$ cat src/rtl/imem_loader.sv
`default_nettype none
// ============================================================================
//  Module      : imem_loader
//  Description : Byte-stream program loader for the instruction memory read by
//                the single-cycle datapath's fetch stage. Receives a 2-byte
//                big-endian word-count header followed by big-endian 32-bit
//                instruction words over a valid/ready handshake, writes each
//                word at byte addresses 0, 4, 8, ... and holds the CPU in reset
//                until the load has completed successfully.
//  Revision    : 1.0 - initial release
// ----------------------------------------------------------------------------
//  Parameters
//    ADDR_W     : instruction-memory byte-address width (matches the PC)
//    MAX_WORDS  : largest accepted word count, must be <= 2**ADDR_W / 4
//  Ports
//    clk          in   system clock, rising edge
//    reset        in   synchronous active-high reset
//    start        in   one-cycle pulse that begins a load session
//    rx_data      in   incoming byte
//    rx_valid     in   rx_data is valid
//    rx_ready     out  loader accepts a byte this cycle
//    mem_we       out  instruction-memory write strobe (one cycle per word)
//    mem_addr     out  byte address of the word being written
//    mem_wdata    out  assembled instruction word
//    cpu_reset    out  PC/datapath reset, high while no program is loaded
//    busy         out  load session in progress
//    done         out  last load succeeded (sticky)
//    error        out  last load failed (sticky)
//    words_loaded out  words written in the current or last session
//  Build option
//    IMEM_LOADER_CHECKSUM_EN : when defined, a trailing checksum byte (XOR of
//                              all data bytes) is required after the last word.
// ============================================================================
module imem_loader #(
    parameter int ADDR_W    = 8,
    parameter int MAX_WORDS = 64
) (
    input  logic              clk,
    input  logic              reset,
    input  logic              start,
    input  logic [7:0]        rx_data,
    input  logic              rx_valid,
    output logic              rx_ready,
    output logic              mem_we,
    output logic [ADDR_W-1:0] mem_addr,
    output logic [31:0]       mem_wdata,
    output logic              cpu_reset,
    output logic              busy,
    output logic              done,
    output logic              error,
    output logic [ADDR_W-1:0] words_loaded
);

    localparam logic [15:0] MAX_CNT = 16'(MAX_WORDS);

`ifdef IMEM_LOADER_CHECKSUM_EN
    typedef enum logic [2:0] {
        S_IDLE   = 3'd0,
        S_CNT_HI = 3'd1,
        S_CNT_LO = 3'd2,
        S_DATA   = 3'd3,
        S_WRITE  = 3'd4,
        S_FIN    = 3'd5,
        S_ERR    = 3'd6,
        S_CHK    = 3'd7
    } state_t;
`else
    typedef enum logic [2:0] {
        S_IDLE   = 3'd0,
        S_CNT_HI = 3'd1,
        S_CNT_LO = 3'd2,
        S_DATA   = 3'd3,
        S_WRITE  = 3'd4,
        S_FIN    = 3'd5,
        S_ERR    = 3'd6
    } state_t;
`endif

    state_t              state_q;
    logic                rx_ready_q;
    logic                mem_we_q;
    logic [ADDR_W-1:0]   mem_addr_q;
    logic [31:0]         mem_wdata_q;
    logic                cpu_reset_q;
    logic                busy_q;
    logic                done_q;
    logic                error_q;
    logic [ADDR_W-1:0]   words_q;
    logic [15:0]         count_q;
    logic [1:0]          byte_cnt_q;
    // Only the first three bytes of a word need storing; the fourth arrives
    // on the cycle the word is committed to mem_wdata.
    logic [23:0]         shift_q;
`ifdef IMEM_LOADER_CHECKSUM_EN
    logic [7:0]          csum_q;
`endif

    // Next-state helpers shared by several FSM branches.
    logic                xfer_d;
    logic [15:0]         count_d;
    logic [ADDR_W-1:0]   words_d;
    logic                last_word_d;

    assign xfer_d      = rx_valid && rx_ready_q;
    assign count_d     = {count_q[15:8], rx_data};
    assign words_d     = words_q + 1'b1;
    assign last_word_d = (16'(words_d) == count_q);

    always_ff @(posedge clk) begin
        if (reset) begin
            state_q     <= S_IDLE;
            rx_ready_q  <= 1'b0;
            mem_we_q    <= 1'b0;
            mem_addr_q  <= '0;
            mem_wdata_q <= '0;
            cpu_reset_q <= 1'b1;
            busy_q      <= 1'b0;
            done_q      <= 1'b0;
            error_q     <= 1'b0;
            words_q     <= '0;
            count_q     <= '0;
            byte_cnt_q  <= '0;
            shift_q     <= '0;
`ifdef IMEM_LOADER_CHECKSUM_EN
            csum_q      <= '0;
`endif
        end else begin
            case (state_q)
                S_IDLE: begin
                    if (start) begin
                        done_q      <= 1'b0;
                        error_q     <= 1'b0;
                        words_q     <= '0;
                        mem_addr_q  <= '0;
                        busy_q      <= 1'b1;
                        cpu_reset_q <= 1'b1;
                        byte_cnt_q  <= '0;
`ifdef IMEM_LOADER_CHECKSUM_EN
                        csum_q      <= '0;
`endif
                        rx_ready_q  <= 1'b1;
                        state_q     <= S_CNT_HI;
                    end
                end

                S_CNT_HI: begin
                    if (xfer_d) begin
                        count_q[15:8] <= rx_data;
                        state_q       <= S_CNT_LO;
                    end
                end

                S_CNT_LO: begin
                    if (xfer_d) begin
                        count_q[7:0] <= rx_data;
                        // Decide on the full count including the byte
                        // arriving this cycle.
                        if (count_d == 16'd0) begin
                            rx_ready_q <= 1'b0;
                            state_q    <= S_FIN;
                        end else if (count_d > MAX_CNT) begin
                            rx_ready_q <= 1'b0;
                            state_q    <= S_ERR;
                        end else begin
                            state_q    <= S_DATA;
                        end
                    end
                end

                S_DATA: begin
                    if (xfer_d) begin
                        byte_cnt_q <= byte_cnt_q + 2'd1;
                        shift_q    <= {shift_q[15:0], rx_data};
`ifdef IMEM_LOADER_CHECKSUM_EN
                        csum_q     <= csum_q ^ rx_data;
`endif
                        if (byte_cnt_q == 2'd3) begin
                            mem_wdata_q <= {shift_q, rx_data};
                            mem_we_q    <= 1'b1;
                            rx_ready_q  <= 1'b0;
                            state_q     <= S_WRITE;
                        end
                    end
                end

                S_WRITE: begin
                    mem_we_q   <= 1'b0;
                    mem_addr_q <= mem_addr_q + ADDR_W'(4);
                    words_q    <= words_d;
                    if (last_word_d) begin
`ifdef IMEM_LOADER_CHECKSUM_EN
                        rx_ready_q <= 1'b1;
                        state_q    <= S_CHK;
`else
                        state_q    <= S_FIN;
`endif
                    end else begin
                        rx_ready_q <= 1'b1;
                        state_q    <= S_DATA;
                    end
                end

`ifdef IMEM_LOADER_CHECKSUM_EN
                S_CHK: begin
                    if (xfer_d) begin
                        rx_ready_q <= 1'b0;
                        state_q    <= (rx_data == csum_q) ? S_FIN : S_ERR;
                    end
                end
`endif

                S_FIN: begin
                    busy_q      <= 1'b0;
                    done_q      <= 1'b1;
                    cpu_reset_q <= 1'b0;
                    state_q     <= S_IDLE;
                end

                S_ERR: begin
                    // cpu_reset is left asserted: the program is incomplete.
                    busy_q      <= 1'b0;
                    error_q     <= 1'b1;
                    state_q     <= S_IDLE;
                end

                default: begin
                    rx_ready_q <= 1'b0;
                    mem_we_q   <= 1'b0;
                    state_q    <= S_IDLE;
                end
            endcase
        end
    end

    assign rx_ready     = rx_ready_q;
    assign mem_we       = mem_we_q;
    assign mem_addr     = mem_addr_q;
    assign mem_wdata    = mem_wdata_q;
    assign cpu_reset    = cpu_reset_q;
    assign busy         = busy_q;
    assign done         = done_q;
    assign error        = error_q;
    assign words_loaded = words_q;

endmodule
`default_nettype wire
$ cat config.mk
export PLATFORM = sky130hd
export DESIGN_NAME = imem_loader
export DESIGN_NICKNAME = d
export VERILOG_FILES = /design/src/rtl/imem_loader.sv
export SDC_FILE = /design/constraint.sdc
export NUM_CORES = 1
export LEC_CHECK = 0
export ABC_CLOCK_PERIOD_IN_PS = 3200
export BUFFER_PORTS_ARGS = -buffer_cell sky130_fd_sc_hd__buf_2
export CAP_MARGIN = 15
export CELL_PAD_IN_SITES_DETAIL_PLACEMENT = 2
export CELL_PAD_IN_SITES_GLOBAL_PLACEMENT = 2
export CORE_ASPECT_RATIO = 0.7
export CORE_MARGIN = 1
export CORE_UTILIZATION = 35
export DETAILED_ROUTE_END_ITERATION = 7
export GPL_ROUTABILITY_DRIVEN = 0
export PLACE_DENSITY = 0.84
export SETUP_SLACK_MARGIN = 0.3
export SYNTH_ARGS = -nofsm -noshare
export SYNTH_HDL_FRONTEND = slang
export SYNTH_SLANG_ARGS = --single-unit
$ cat constraint.sdc
create_clock -name clk -period 3.2 [get_ports clk]
set_clock_uncertainty 0.2 [all_clocks]
set_input_delay 0.32 -clock clk [delete_from_list [all_inputs] [get_ports clk]]
set_output_delay 0.32 -clock clk [all_outputs]
set_load 0.005 [all_outputs]
== After elaboration in Yosys (flattened, before gate mapping) ==
Cells that the tools add are included.
Cells by class
  add/subtract/negate cells: 3
  $lt $le $gt $ge: 1
  eq/ne operators: 15
  mux-type cells: 31
  bitwise gates (word level): 2
  reduce and logical (&&, ||, !) cells: 23
Operators with widths (count)
  $pmux 8 s2: 2
  $mux 3: 8
  $eq 8x16->1: 1
  $gt 16x7->1 const B: 1
  $logic_not 16->1: 1
  $pmux 3 s5: 1
  $reduce_and 2->1: 7
  $ne 2x2->1 const B: 6
  $mux 1: 10
  $pmux 1 s2: 5
  $reduce_bool 2->1: 5
  $eq 3x3->1 const B: 3
  $reduce_and 3->1: 3
  $add 8x1->8 const B: 1
  $add 8x3->8 const B: 1
  $mux 8: 1
  $reduce_and 7->1: 1
  $eq 3x2->1 const B: 2
  $pmux 1 s5: 1
  $reduce_and 5->1: 1
  $reduce_or 5->1: 1
  $mux 2: 2
  $pmux 2 s2: 1
  $eq 3x1->1 const B: 1
  8 further kinds: 9
Word-level totals
  register bits after elaboration: 99
  input bits: 12
  output and inout port bits: 54

== Logic depth before layout (Yosys ltp) ==
Gate-level depths: netlist of the first run.
  word-level depth: 5
  mapped depth: 8
  gate-level depth less buffers: 7

== Least setup slack after synthesis of the first run ==
No wires, ideal clock.
  path kind: register to register
  start: register words_q[0], in the netlist words_loaded[0]
  end: register rx_ready_q, in the netlist rx_ready
  setup time: 0.133 ns
  arrival time: 1.722 ns
  setup slack: 1.145 ns
  cell stages (with the launch flop): 9
  clock period less this slack: 2.055 ns
  path through: dfxtp_1 -> ha_1 -> and3_2 -> buf_2 -> xnor2_1 -> a21oi_1 -> a21oi_1 -> nor4_4 -> a221oi_2
On the way
  longest elaborated chain between the ends: 4
Ends and longest elaborated chain
  from (decl): RTL line 88  | logic [ADDR_W-1:0] words_q;
  from (signal assigned): RTL line 189  | words_q <= words_d;
  $add 8x1->8: RTL line 106  | assign words_d = words_q + 1'b1;
  $eq 8x16->1: RTL line 107  | assign last_word_d = (16'(words_d) == count_q);
  $ne 2x2->1 (no line)
  $reduce_and 7->1 (no line)
  to (signal assigned): RTL line 112  | rx_ready_q <= 1'b0;
  to (signal assigned): RTL line 141  | rx_ready_q <= 1'b1;
  to (signal assigned): RTL line 159  | rx_ready_q <= 1'b0;
  to (decl): RTL line 80  | logic rx_ready_q;
Every way passes these cells.
A chain may end at the register's enable or synchronous reset.

== Final worst setup path of the first run ==
  start: register state_q[0]
  end: register mem_wdata_q[1], in the netlist mem_wdata[1]
On the way
  longest elaborated chain between the ends: 2
Ends and longest elaborated chain
  from (decl): RTL line 79  | state_t state_q;
  from (signal assigned): RTL line 111  | state_q <= S_IDLE;
  from (signal assigned): RTL line 142  | state_q <= S_CNT_HI;
  from (signal assigned): RTL line 149  | state_q <= S_CNT_LO;
  $eq 3x2->1: RTL line 128  | case (state_q)
  $reduce_and 3->1 (no line)
  to (signal assigned): RTL line 178  | mem_wdata_q <= {shift_q, rx_data};
  to (decl): RTL line 83  | logic [31:0] mem_wdata_q;
Every way passes these cells.

==> results, run 1 <==
- The CTS tree is done.
- The sum of net half-perimeters after detailed placement is 8750 µm.
- Summing all placed instances gives a cell area of 4440 µm².
- The final global-route overflow total is 0.
- The detailed router finished its first iteration with 175 violations.
- The total DRC errors in the routed layout is 0.
- Once the floorplan was initialized, standard cells occupied 36.4% of the core.
- The most used flip-flop cell after synthesis is dfxtp_1.
- Summed over all cells, the static leakage comes to 1.77 nW.
- The count of nets after finishing is 560.
- The number of warnings printed during yosys synthesis is 0.
- The total of endpoints with negative setup slack in the final report is 0.
- Leaving out fill and tap cells, the most frequent cell in the layout is nand2_1.
- The number of pins exceeding their max-slew limit in the final report is 0.
- The area added between synthesis and finish is 16.5%.
- In this run the tightest slew margin relative to its limit is 33.9%.
- The master of the slowest instance on the critical path is dfxtp_1.
- With fillers left out, the area of the finished cells amounts to 4740 µm².
- In this run the most critical hold path is launched from rx_data[2].
- The die is 92.2 µm tall.
- The post-CTS clock slew at the launch and capture registers of the worst setup and hold paths is 0.07 ns.
- The design draws 2.60 mW.
- The total routing resource utilization after global routing is 22.8%.
- The number of input and output port buffers inserted is 63.
- The proportion of layout cells with a drive suffix above 1 is 17.3%.
- Buffers inserted to repair hold after CTS numbered 0.
- Counting the buffers created by CTS gives 9.
- The first-pass GRT wire length is 20,900 µm.
- Entering global routing, the biggest net connects 53 pins.
- The met2 demand-to-capacity share in global routing is 37.5%.
- Once the clock tree was built, the resizer swapped 0 gates to a different size.
- 66 I/O pins were placed.
- In the global route stage, met3 resource usage came out at 4.78%.
- The critical path capture point type is a flip-flop.
- The signal on the critical path passes through nand3_1, nor2_2, and2_1, buf_4, nand2_1, a21oi_1.
- The highest attainable clock frequency is 416 MHz.
- The initial antenna violation count was 0.
- Counting every instance in the synthesized netlist gives 501.
- The number of maximum-capacitance constraint violations is 0.
- The final setup TNS is 0 ns.
- The count of different cell masters after synthesis is 55.
- The number of register bits inferred by synthesis is 97.
- The count of TritonRoute iterations in the first routing pass is 4.
- The worst setup path is launched from a flip-flop.
- Summing over every cut layer, the via total after detailed routing is 3,656.
- The number of antenna diodes in the final layout is 0.
- The class of the tightest hold or removal check is in2reg.
- Dividing the synthesized area by the synthesized cell count gives 8.13 µm².
- In the layout the commonest cells are 125 x nand2_1, 97 x dfxtp_1, 78 x a21oi_1.
- The floorplan step defined a die boundary enclosing 12,100 µm².
- The source-to-sink clock delay at the later pin of the worst-skew pair is 0.35 ns.
- Dividing the detail-routed via count by the number of cells gives 5.20.
- The post-CTS setup repair buffer count is 0.
- The via count of the first global-routing pass is 3,904.
- The chip width is 131 µm.
- The H-tree level count is 3.
- For this design, the sink count on the clock tree is 97.
- The number of cells on the worst reg-to-reg path is 6.
- Data arrives at the worst endpoint at 2.46 ns.
- VDD sags by at most 0.250 mV.
- The startpoint-to-endpoint class of the critical path is reg2reg.
- The floorplan has 32 rows.
- For this run, global-route usage on met1 was measured as 29.7%.
- The core outline area is 11,200 µm².
- For the pin with the worst max-slew slack, the measured transition is 0.987 ns.
- Subtracting the final worst setup slack from the clock period gives 2.40 ns.
- Setup repair after global routing left no endpoint under its margin.
- The worst hold path terminates at mem_wdata[2].
- The run finished with clean final reports.
- Dividing the detail-routed wire length by the instance count gives 18.5 µm.
- The number of hold violations in the final report is 0.
- The biggest cell delay along the critical path is 0.59 ns.
- In this run the critical register-to-register path is captured at mem_wdata[1].
- CTS placed an instance of clkbuf_16 at the clock tree root.
- Across all register-to-register paths, the minimum setup slack is 0.80 ns.
- The share of the cycle needed by the critical path after routing is 75.2%.
- The number of nets with antenna violations after detailed routing is 0.
- The worst-case hold slack is 0.0744 ns.
- Counting flops with a built-in enable in the synthesized netlist gives 0.
- No sink is reached through more buffers than the 2 on the longest clock path.
- For this design the ratio of total power to cell area is 549 nW/µm².
- The required time at the endpoint of the critical path is 3.25 ns.
- The share of async-settable or async-resettable flops after synthesis is 0%.
- The worst hold path was traced through 3 stages.
- The sequential-to-total area share from yosys stat is 47.7%.
- The cell area after synthesis is 4070 µm².
- The startpoint identified for the worst register-to-register timing path is state_q[0].
- The final routed wirelength across all metal layers is 13,000 µm.
- The most heavily used metal layer in global routing is met2.
- The largest fanout of any net on the critical path is 33.
-- kinds of logic after synthesis --
group	after synthesis	share of synthesized area, %
buf+inv	37	4.70
fa+ha+maj	3	0.922
other cells	1	0.0921
flops	97	47.7
mux	17	4.18
compound gates	107	15.0
simple gates	229	25.3
xor+xnor	10	2.15
-- registers in the layout (all words and copies together), names as in the netlist --
register,cells
mem_wdata,32
shift_q,24
count_q,16
words_loaded,8
mem_addr,6
state_q,3
byte_cnt_q,2
busy,1
cpu_reset,1
done,1
error,1
mem_we,1
rx_ready,1
-- critical path: cells and delay by family (launching register included) --
family / cells / cell delay, ns
and+or+nand+nor: 4 / 0.96
DFF: 1 / 0.59
AOI/OAI and AO/OA: 1 / 0.22
buffers and inverters: 1 / 0.32
-- per-stage QoR --
step | instances | util (%) | worst slack (ns)
after global routing | 703 | 42.5 | 0.587
after detailed placement | 687 | 39.8 | 0.901
after global placement | 687 | 39.8 | 0.953
after CTS | 703 | 42.5 | 0.770
final | 703 | 42.5 | 0.795
after floorplan | 502 | - | 1.15
-- synth_stat cells (all sizes together), types with 2 or more instances --
cell type / number / share of area, %
dfxtp: 97 / 48
nor4: 5 / 1.1
nor3: 12 / 1.7
nand3: 7 / 0.86
o21ai: 10 / 1.2
a31oi: 3 / 0.83
nor2: 49 / 4.6
nand4: 4 / 0.61
a211oi: 4 / 0.74
buf: 17 / 2.7
ha: 3 / 0.92
nand2b: 3 / 0.65
xnor2: 7 / 1.5
mux2i: 17 / 4.2
xor2: 3 / 0.65
nor2b: 4 / 0.61
or3: 4 / 0.61
a21oi: 79 / 9.8
and2: 3 / 0.46
nand3b: 2 / 0.37
clkbuf: 19 / 1.9
or2: 2 / 0.31
and3: 3 / 0.52
nand2: 125 / 12
-- worst max path at each step --
stage / startpoint / depth (start not counted) / slack (ns) / end
final: state_q[0] / 6 / 0.80 / mem_wdata[1]
after global routing: state_q[0] / 5 / 0.59 / words_loaded[5]
after CTS: state_q[0] / 6 / 0.77 / mem_wdata[1]
after detailed placement: state_q[0] / 5 / 0.90 / words_loaded[7]
after global placement: words_loaded[0] / 7 / 0.95 / state_q[1]
after floorplan: words_loaded[0] / 8 / 1.15 / rx_ready
-- power by group --
group / internal [mW] / leakage [nW] / total (mW) / switching [mW]
clock: 0.630 / 0.147 / 1.10 / 0.472
sequential: 1.23 / 0.782 / 1.26 / 0.0384
combinational: 0.0788 / 0.841 / 0.237 / 0.158
-- layout make-up --
cell class                 count  area, µm²
fill                        1287       6430
sequential                    97       1940
multi-input combinational    368       1940
timing repair buffer          68        365
clock buffer                  12        246
tap                          153        191
clock inverter                 4       52.6
inverter                       1       3.75
-- layer usage --
| layer | share of wire [%] | vias to the layer above |
|---|---|---|
| li1 | - | 1768 |
| met1 | 48 | 1799 |
| met2 | 47 | 71 |
| met3 | 3.0 | 18 |
| met4 | 1.7 | 0 |
| met5 | 0 | - |
No activity file was read; power rests on OpenSTA's default activity.
==> run 2, diff against run 1 <==
- ABC_AREA: default -> 1
- ABC_CLOCK_PERIOD_IN_PS: 3200 -> 2200
- CORE_UTILIZATION: 35 -> 29
- PLACE_DENSITY: 0.84 -> 0.77
- clock period: 3.2 -> 2.2 ns (I/O delays scaled with it)
==> run 2 against run 1 <==
First-iteration DRC count is 14% lower. Count of clock-buffer cells in the layout stayed put. Worst hold slack got worse by 0.073 ns. Die area grew 17%. Power rose by 71%. Combinational power grew to 3.5 times the previous value. Sequential power increased by 51%. Clock power is 56% higher. Register-to-register slack got worse by 0.50 ns. Cell count rose by 12%. Synthesized cell count rose by 3.8%. Utilization shrank 4.8 points. Largest cell class unchanged. Largest power group unchanged.
==> results, run 2 <==
- The met1 demand-to-capacity share in global routing is 27.5% (-2.2 points).
- The via count of the first global-routing pass is 3,870 (-0.87%).
- The final setup TNS was 0 ns (unchanged).
- The area growth from synthesis to layout is 25.8%.
- The worst hold path belongs to the class in2reg.
- The number of warnings printed during yosys synthesis is 0 (unchanged).
- The die area is 14,100 µm² (+17%).
- The count of pins on the block boundary is 66 (unchanged).
- The synthesized instance count came to 520 (+3.8%).
- Sorting the synthesized cells by area gives the leading types as dfxtp_1 49%, a21oi_1 7.8%, o21ai_0 7.7%.
- The H-tree level count is 3 (unchanged).
- The antenna diode count is 0 (unchanged).
- The worst-case hold slack is 0.00140 ns (-0.0730 ns).
- The iteration-0 DRC count of the detailed router came to 150 (-14%).
- The post-CTS clock slew at the launch and capture registers of the worst setup and hold paths is 0.07 ns (about the same).
- The most common library cell in the layout ignoring fill and taps is dfxtp_1.
- The count of different cell masters after synthesis came to 33 (-40%).
- The CTS tree is done.
- The setup slack after placement came to 0.162 ns (-0.739 ns).
- The per-cell via count in the routed design was 4.85 (-6.8%).
- The cell family contributing the most delay on the critical path is simple AND/OR/NAND/NOR gates.
- The total routing resource utilization after global routing is 19.4% (-3.4 points).
- Leaving out fill and tap cells, the most frequent cells in the layout are 90 x dfxtp_1, 74 x nor2_1, 72 x nand2_1.
- The first-pass GRT wire length is 21,000 µm (+0.23%).
- The clock network power share is 38.6% (-3.7 points).
- The least setup slack across all paths after layout is 0.299 ns (-0.496 ns).
- The portion of synthesized cell area occupied by the leading cell type is 49.0% (+1.3 points).
- The number of maximum-capacitance constraint violations is 0 (unchanged).
- The source-to-sink clock delay at the later pin of the worst-skew pair is 0.35 ns (about the same).
- The biggest cell delay along the critical path is 0.36 ns (-0.23 ns).
- The final global-route overflow total is 0 (unchanged).
- The final routed wirelength across all metal layers is 13,200 µm (+1.4%).
- The worst supply voltage drop on vdd was 0.367 mV (+47%).
- The global routing met3 resource utilization is 3.91% (-0.87 points).
- The sequential-to-total area share from yosys stat came to 49.0% (+1.3 points).
- The number of input and output port buffers inserted was 63 (unchanged).
- The element type at the critical path start is a flip-flop.
- Clock tree synthesis selected as its root buffer the cell clkbuf_16.
- The flip-flop count of the largest register after layout was 32 (unchanged).
- The mean area per synthesized cell came to 7.62 µm² (-6.2%).
- The time the final worst path needs with I/O delays and setup was 1.90 ns (-0.504 ns).
- The count of buffering cells on the critical path with inverters included is 1 (unchanged).
- The combinational power share was 18.6% (+9.5 points).
- The via count was 3,804 (+4.0%).
- The total of endpoints with negative setup slack in the final report was 0 (unchanged).
- The power per cell area is 893 nW/µm² (+63%).
- The proportion of layout cells with a drive suffix above 1 is 23.0% (+5.7 points).
- The maximum clock path buffer count was 2 (unchanged).
- The slew at the pin closest to its max-slew limit was 0.492 ns (-0.494 ns).
- The post-layout utilization of the core is 37.7% (-4.8 points).
- The initial antenna violation count is 0 (unchanged).
- The leading register cell type out of synthesis is dfxtp_1.
- The highest attainable clock frequency was 526 MHz (+26%).
- By count the netlist is led by 97 x dfxtp_1, 79 x nor2_1, 75 x nand2_1.
- The met2 demand-to-capacity share in global routing is 30.1% (-7.4 points).
- Setup repair after global routing could not meet its margin everywhere.
- The switching share of power is 28.7% (+3.0 points).
- dfxtp_1 is the most common cell in the netlist.
- The number of pins exceeding their max-slew limit in the final report is 0 (unchanged).
- The fill cell instance count of the final layout came to 1,566 (+22%).
- The routed length per placed instance was 16.8 µm (-9.2%).
- STA classifies the critical path endpoint as a flip-flop.
- The master of the slowest instance on the critical path is dfxtp_4.
- The cell area after synthesis is 3960 µm² (-2.6%).
- The tightest slew margin relative to the limit is 66.7% (+33 points).
- The total net switching power was 1.28 mW (+91%).
- The number of register bits inferred by synthesis is 97 (unchanged).
- The largest fanout of any net on the critical path is 4 (-88%).
- The share of the cycle needed by the critical path after routing is 86.4% (+11 points).
- The most heavily used metal layer in global routing is met2.
- The count of TritonRoute iterations in the first routing pass is 4 (unchanged).
- The pin count of the biggest net entering global routing was 65 (+23%).
- The register area is 1950 µm² (+0.58%).
- The sum of net half-perimeters after detailed placement is 8860 µm (+1.3%).
- The reported leakage power is 2.19 nW (+23%).
- The effective utilization at floorplan is 30.0% (-6.5 points).
- The count of nets after finishing came to 610 (+8.9%).
- The startpoint-to-endpoint class of the critical path is reg2reg.
- The number of synthesized flops with an enable pin came to 0 (unchanged).
- The required time at the endpoint of the critical path is 2.26 ns (-0.99 ns).
- The count of standard-cell rows is 35 (+9.4%).
- The total area of multi-input combinational cells came to 1750 µm² (-9.7%).
- The post-synthesis cell type with the largest combined area is dfxtp_1.
- The total DRC errors in the routed layout came to 0 (unchanged).
- The share of async-settable or async-resettable flops after synthesis is 0% (unchanged).
- The flow ran to the end, and the final reports show no timing, DRC or antenna violations.
- The number of nets with antenna violations after detailed routing came to 0 (unchanged).
- The total internal power is 3.18 mW (+64%).
- The core outline area is 13,200 µm² (+18%).
- The number of hold violations in the final report is 0 (unchanged).
- The total number of clock tree sinks is 97 (unchanged).
- The proportion of power drawn by flip-flops and latches is 42.8% (-5.8 points).
- The clock buffer count from CTS is 9 (unchanged).
- The arrival time reported for the critical path endpoint came to 1.96 ns (-0.50 ns).
- The chip width is 142 µm (+8.3%).
- The vertical extent of the die came to 99.8 µm (+8.2%).
- Traced cell by cell, the critical path runs through ha_4, inv_2, nand2_2, nand2_1, nor2_1, nand2_1, nor2_2, nand3_2, nor2_2, nand4_1, a211oi_2.
[run 2: cell families after synthesis]
group,Yosys count,synth area share (%)
flip-flops,97,49.0
other,1,0.0946
XOR/XNOR,2,0.821
buffers and inverters,78,8.49
adder cells (fa/ha/maj),3,0.947
AND/OR/NAND/NOR,192,20.7
AO/OA/AOI/OAI,147,19.9
[run 2: what timing repair did]
item | 4_1_cts | 5_1_grt
gates cloned | 1 | 1
setup buffers | 4 | 6
endpoints found under the setup margin | 30 | 23
hold buffers | 1 | 0
pin swaps | 4 | 7
hold endpoints to repair | 1 | 0
gates resized for setup | 15 | 16
[run 2: power groups by stage]
stage	clock, mW	sequential [mW]	combinational [mW]
floorplan	0	1.92	0.431
global placement	0	1.93	0.628
detailed placement	0	1.93	0.659
CTS	1.75	1.90	0.740
global route	1.84	1.91	0.925
finish	1.72	1.90	0.830
[run 2: area by class of cell]
| type | instances | area share [%] |
|---|---|---|
| timing repair buffer | 87 | 10.3 |
| multi-input combinational | 347 | 35.2 |
| inverter | 52 | 4.09 |
| clock buffer | 12 | 4.94 |
| sequential | 97 | 39.2 |
| tap | 185 | 4.64 |
| timing repair inverter | 1 | 0.151 |
| clock inverter | 4 | 1.53 |
[run 2: metal layers]
metal / up-vias / wire length (µm)
li1: 1853 / -
met1: 1884 / 6740
met2: 57 / 5840
met3: 10 / 459
met4: 0 / 129
met5: - / 0
[run 2: worst paths after layout]
check                        from           to  slack (ns)  cells past startpoint
hold / removal         rx_data[4]   count_q[4]       0.001                      3
setup reg to reg  words_loaded[0]   state_q[2]        0.30                     11
hold reg to reg       shift_q[22]  shift_q[22]        0.26                      2
setup / recovery  words_loaded[0]   state_q[2]        0.30                     11
[run 2: stage by stage]
step	total power, mW	cell area [µm²]	instances
after floorplan	2.35	3970	521
after global placement	2.56	4490	756
after detailed placement	2.59	4490	756
after CTS	4.39	4890	778
after global routing	4.68	4990	785
final	4.45	4990	785
[run 2: worst min-delay path, cell delays in order]
cell and delay [ns]:
buf_2 0.10, o21ai_0 0.08, a21oi_1 0.11
==> run 3, diff against run 2 <==
- ABC_CLOCK_PERIOD_IN_PS: 2200 -> 1700
- clock period: 2.2 -> 1.7 ns (I/O delays scaled with it)
==> run 3 against run 2 <==
Sequential power rose by 33%. Worst setup slack got worse by 1.0 ns. Non-clock buffer count rose by 84. Sequential share of layout area fell by 11 points. The flow now finishes with violations (negative setup slack). Fmax fell by 21%. Via count rose by 24%. Combinational power rose to 3.0 times the previous value. Clock power rose by 26%. Highest routed layer unchanged. Critical endpoint unchanged. Worst hold slack improved by 0.070 ns. Cell area rose by 43%.
==> results, run 3 (same netlist as run 2, synthesis figures left out) <==
- The end of the worst register-to-register path is state_q[2].
- The least setup slack across all paths after layout is -0.711 ns (-1.01 ns).
- The number of input and output port buffers inserted is 63 (unchanged).
- The final instance area is 7110 µm² (+43%).
- The post-CTS clock slew at the launch and capture registers of the worst setup and hold paths is 0.08 ns (about the same).
- The post-layout utilization of the core is 53.7% (+16 points).
- The final routed wirelength across all metal layers was 25,900 µm (+97%).
- The total of endpoints with negative setup slack in the final report is 69 (+69).
- The count of nets after finishing was 694 (+14%).
- The time the final worst path needs with I/O delays and setup is 2.41 ns (+0.510 ns).
- The library cells used most frequently in the layout, excluding fill and tap cells, are 85 x dfxtp_1, 64 x buf_2, 47 x nand2_1.
- The iteration-0 DRC count of the detailed router is 246 (+64%).
- The area added between synthesis and finish is 79.3%.
- The number of pins exceeding their max-slew limit in the final report is 0 (unchanged).
- The proportion of layout cells with a drive suffix above 1 is 57.6% (+35 points).
- The via count of the first global-routing pass is 5,065 (+31%).
- TritonCTS built the clock tree.
- The total area of multi-input combinational cells is 2700 µm² (+54%).
- The number of cells traversed by the worst hold path is 4 (+1).
- The switching share of power was 37.6% (+8.9 points).
- The flip-flop count of the largest register after layout is 32 (unchanged).
- In this run the clock root is driven by a clkbuf_16.
- The source-to-sink clock delay at the later pin of the worst-skew pair is 0.38 ns (+0.03 ns).
- The register area was 1970 µm² (+0.96%).
- The count of TritonRoute iterations in the first routing pass was 4 (unchanged).
- The count of pins on the block boundary is 66 (unchanged).
- The largest fanout of any net on the critical path is 2 (-2).
- The critical path capture point type is a flip-flop.
- The pin count of the biggest net entering global routing is 47 (-28%).
- The per-cell via count in the routed design was 5.42 (+12%).
- The power per cell area is 1010 nW/µm² (+13%).
- The share of the cycle needed by the critical path after routing came to 142% (+55 points).
- The total power after layout is 7.17 mW (+61%).
- The required time at the endpoint of the critical path is 1.78 ns (-0.48 ns).
- The total internal power is 4.48 mW (+41%).
- The number of nets with antenna violations after detailed routing was 0 (unchanged).
- The tightest min-delay check is of the in2reg type.
- The effective utilization at floorplan is 30.0% (unchanged).
- The highest attainable clock frequency came to 415 MHz (-21%).
- The proportion of power drawn by flip-flops and latches is 35.2% (-7.6 points).
- The total DRC errors in the routed layout is 0 (unchanged).
- The die area is 14,100 µm² (unchanged).
- The logic depth of the worst register-to-register path is 9 (-2).
- The count of standard-cell rows was 35 (unchanged).
- The vertical extent of the die is 99.8 µm (unchanged).
- The number of hold violations in the final report came to 0 (unchanged).
- The total net switching power is 2.70 mW (+110%).
- The arrival time reported for the critical path endpoint is 2.49 ns (+0.53 ns).
- The most common library cell in the layout ignoring fill and taps is dfxtp_1.
- The final setup TNS is -8.83 ns (-8.83 ns).
- Setup repair after global routing could not meet its margin everywhere.
- The via count was 4,706 (+24%).
- The worst supply voltage drop on vdd is 1.04 mV (+180%).
- The sum of net half-perimeters after detailed placement is 9880 µm (+11%).
- By startpoint and endpoint, the worst setup path is classified as reg2reg.
- The worst hold path begins at rx_data[5].
- The startpoint identified for the worst register-to-register timing path is count_q[11].
- The tightest slew margin relative to the limit is 64.0% (-2.7 points).
- The maximum clock path buffer count is 2 (unchanged).
- The total routing resource utilization after global routing is 30.6% (+11 points).
- The clock network power share is 30.1% (-8.5 points).
- The setup slack after placement is -0.342 ns (-0.504 ns).
- The routed length per placed instance is 29.8 µm (+78%).
- The worst hold path endpoint is count_q[5].
- The reported leakage power is 2.88 nW (+32%).
- The slew at the pin closest to its max-slew limit is 0.540 ns (+0.0479 ns).
- The chip width is 142 µm (unchanged).
- The fill cell instance count of the final layout came to 1,369 (-13%).
- The run finished, with violations left.
- The total number of clock tree sinks is 97 (unchanged).
- The antenna diode count was 0 (unchanged).
- The initial antenna violation count was 0 (unchanged).
- The element type at the critical path start is a flip-flop.
- The checks that failed: negative setup slack.
- The total placed instance area is 4770 µm² (+6.3%).
- The core outline area is 13,200 µm² (unchanged).
- The first-pass GRT wire length was 31,800 µm (+52%).
- The final global-route overflow total came to 0 (unchanged).
- The clock buffer count from CTS is 9 (unchanged).
- The reg-to-reg setup timing slack is -0.71 ns (-1.01 ns).
- The combinational power share came to 34.7% (+16 points).
- The number of maximum-capacitance constraint violations was 0 (unchanged).
- The H-tree level count is 3 (unchanged).
-- run 3: cell types whose count changed in the layout (fill, tap and decap cells not counted), sizes merged --
| cell | previous run | this run |
|---|---|---|
| buf | 86 | 162 |
| clkinv | 2 | 10 |
| dlygate4sd3 | 1 | 9 |
| inv | 50 | 47 |
| bufinv | 2 | 0 |
| clkinvlp | 3 | 1 |
| clkbuf | 12 | 11 |
-- run 3: worst max-delay path by stage --
stage / from / endpoint / slack [ns] / cells after the start
detailed placement: words_loaded[0] / state_q[1] / -0.34 / 14
global placement: words_loaded[0] / rx_ready / -0.15 / 12
floorplan: words_loaded[0] / state_q[1] / 0.02 / 14
global route: count_q[11] / state_q[1] / -0.73 / 12
CTS: words_loaded[0] / state_q[1] / -0.25 / 14
finish: count_q[11] / state_q[2] / -0.71 / 9
-- run 3: power by group through the flow --
stage                     Clock, mW  Sequential (mW)  Combinational [mW]
after detailed placement          0             2.53                1.05
final                          2.16             2.52                2.49
after floorplan                   0             2.51               0.641
after global placement            0             2.53               0.985
after global routing           2.23             2.53                2.55
after CTS                      2.05             2.49                1.67
-- run 3: routing by layer --
layer	vias to the layer above	GRT usage, %	wire length (µm)
met1	2417	39.6	11100
met2	168	52.1	12600
li1	2047	-	-
met5	-	0	0
met3	74	5.06	1130
met4	0	9.68	1090
-- run 3: stage by stage --
step | hold slack, ns | std cells
after floorplan | 0.0907 | 521
after CTS | 0.0334 | 847
after detailed placement | 0.243 | 784
final | 0.0709 | 869
after global routing | 0.0658 | 869
after global placement | 0.228 | 784
-- run 3: area by class of cell --
type,count,share of cell area (%)
multi-input combinational,347,38.0
sequential,97,27.7
timing repair buffer,171,22.9
inverter,52,3.82
clock buffer,11,3.56
tap,185,3.26
clock inverter,5,0.563
timing repair inverter,1,0.106
-- run 3: repair_timing --
| action | CTS | global route |
|---|---|---|
| setup buffers | 25 | 22 |
| hold buffers | 9 | 0 |
| gates cloned | 13 | 0 |
| endpoints found under the setup margin | 92 | 101 |
| gates resized for setup | 250 | 130 |
| pin swaps | 61 | 35 |
| endpoints found under the hold margin | 9 | 0 |
-- run 3: critical path, cell delays in order (launching register included) --
cell and delay, ns:
dfxtp_1 0.37, nor2_1 0.24, nand2_1 0.14, nor2_1 0.25, nand2_2 0.12, nor2_4 0.15
nand3_2 0.13, nor2_4 0.14, nand4_1 0.23, a211oi_2 0.33
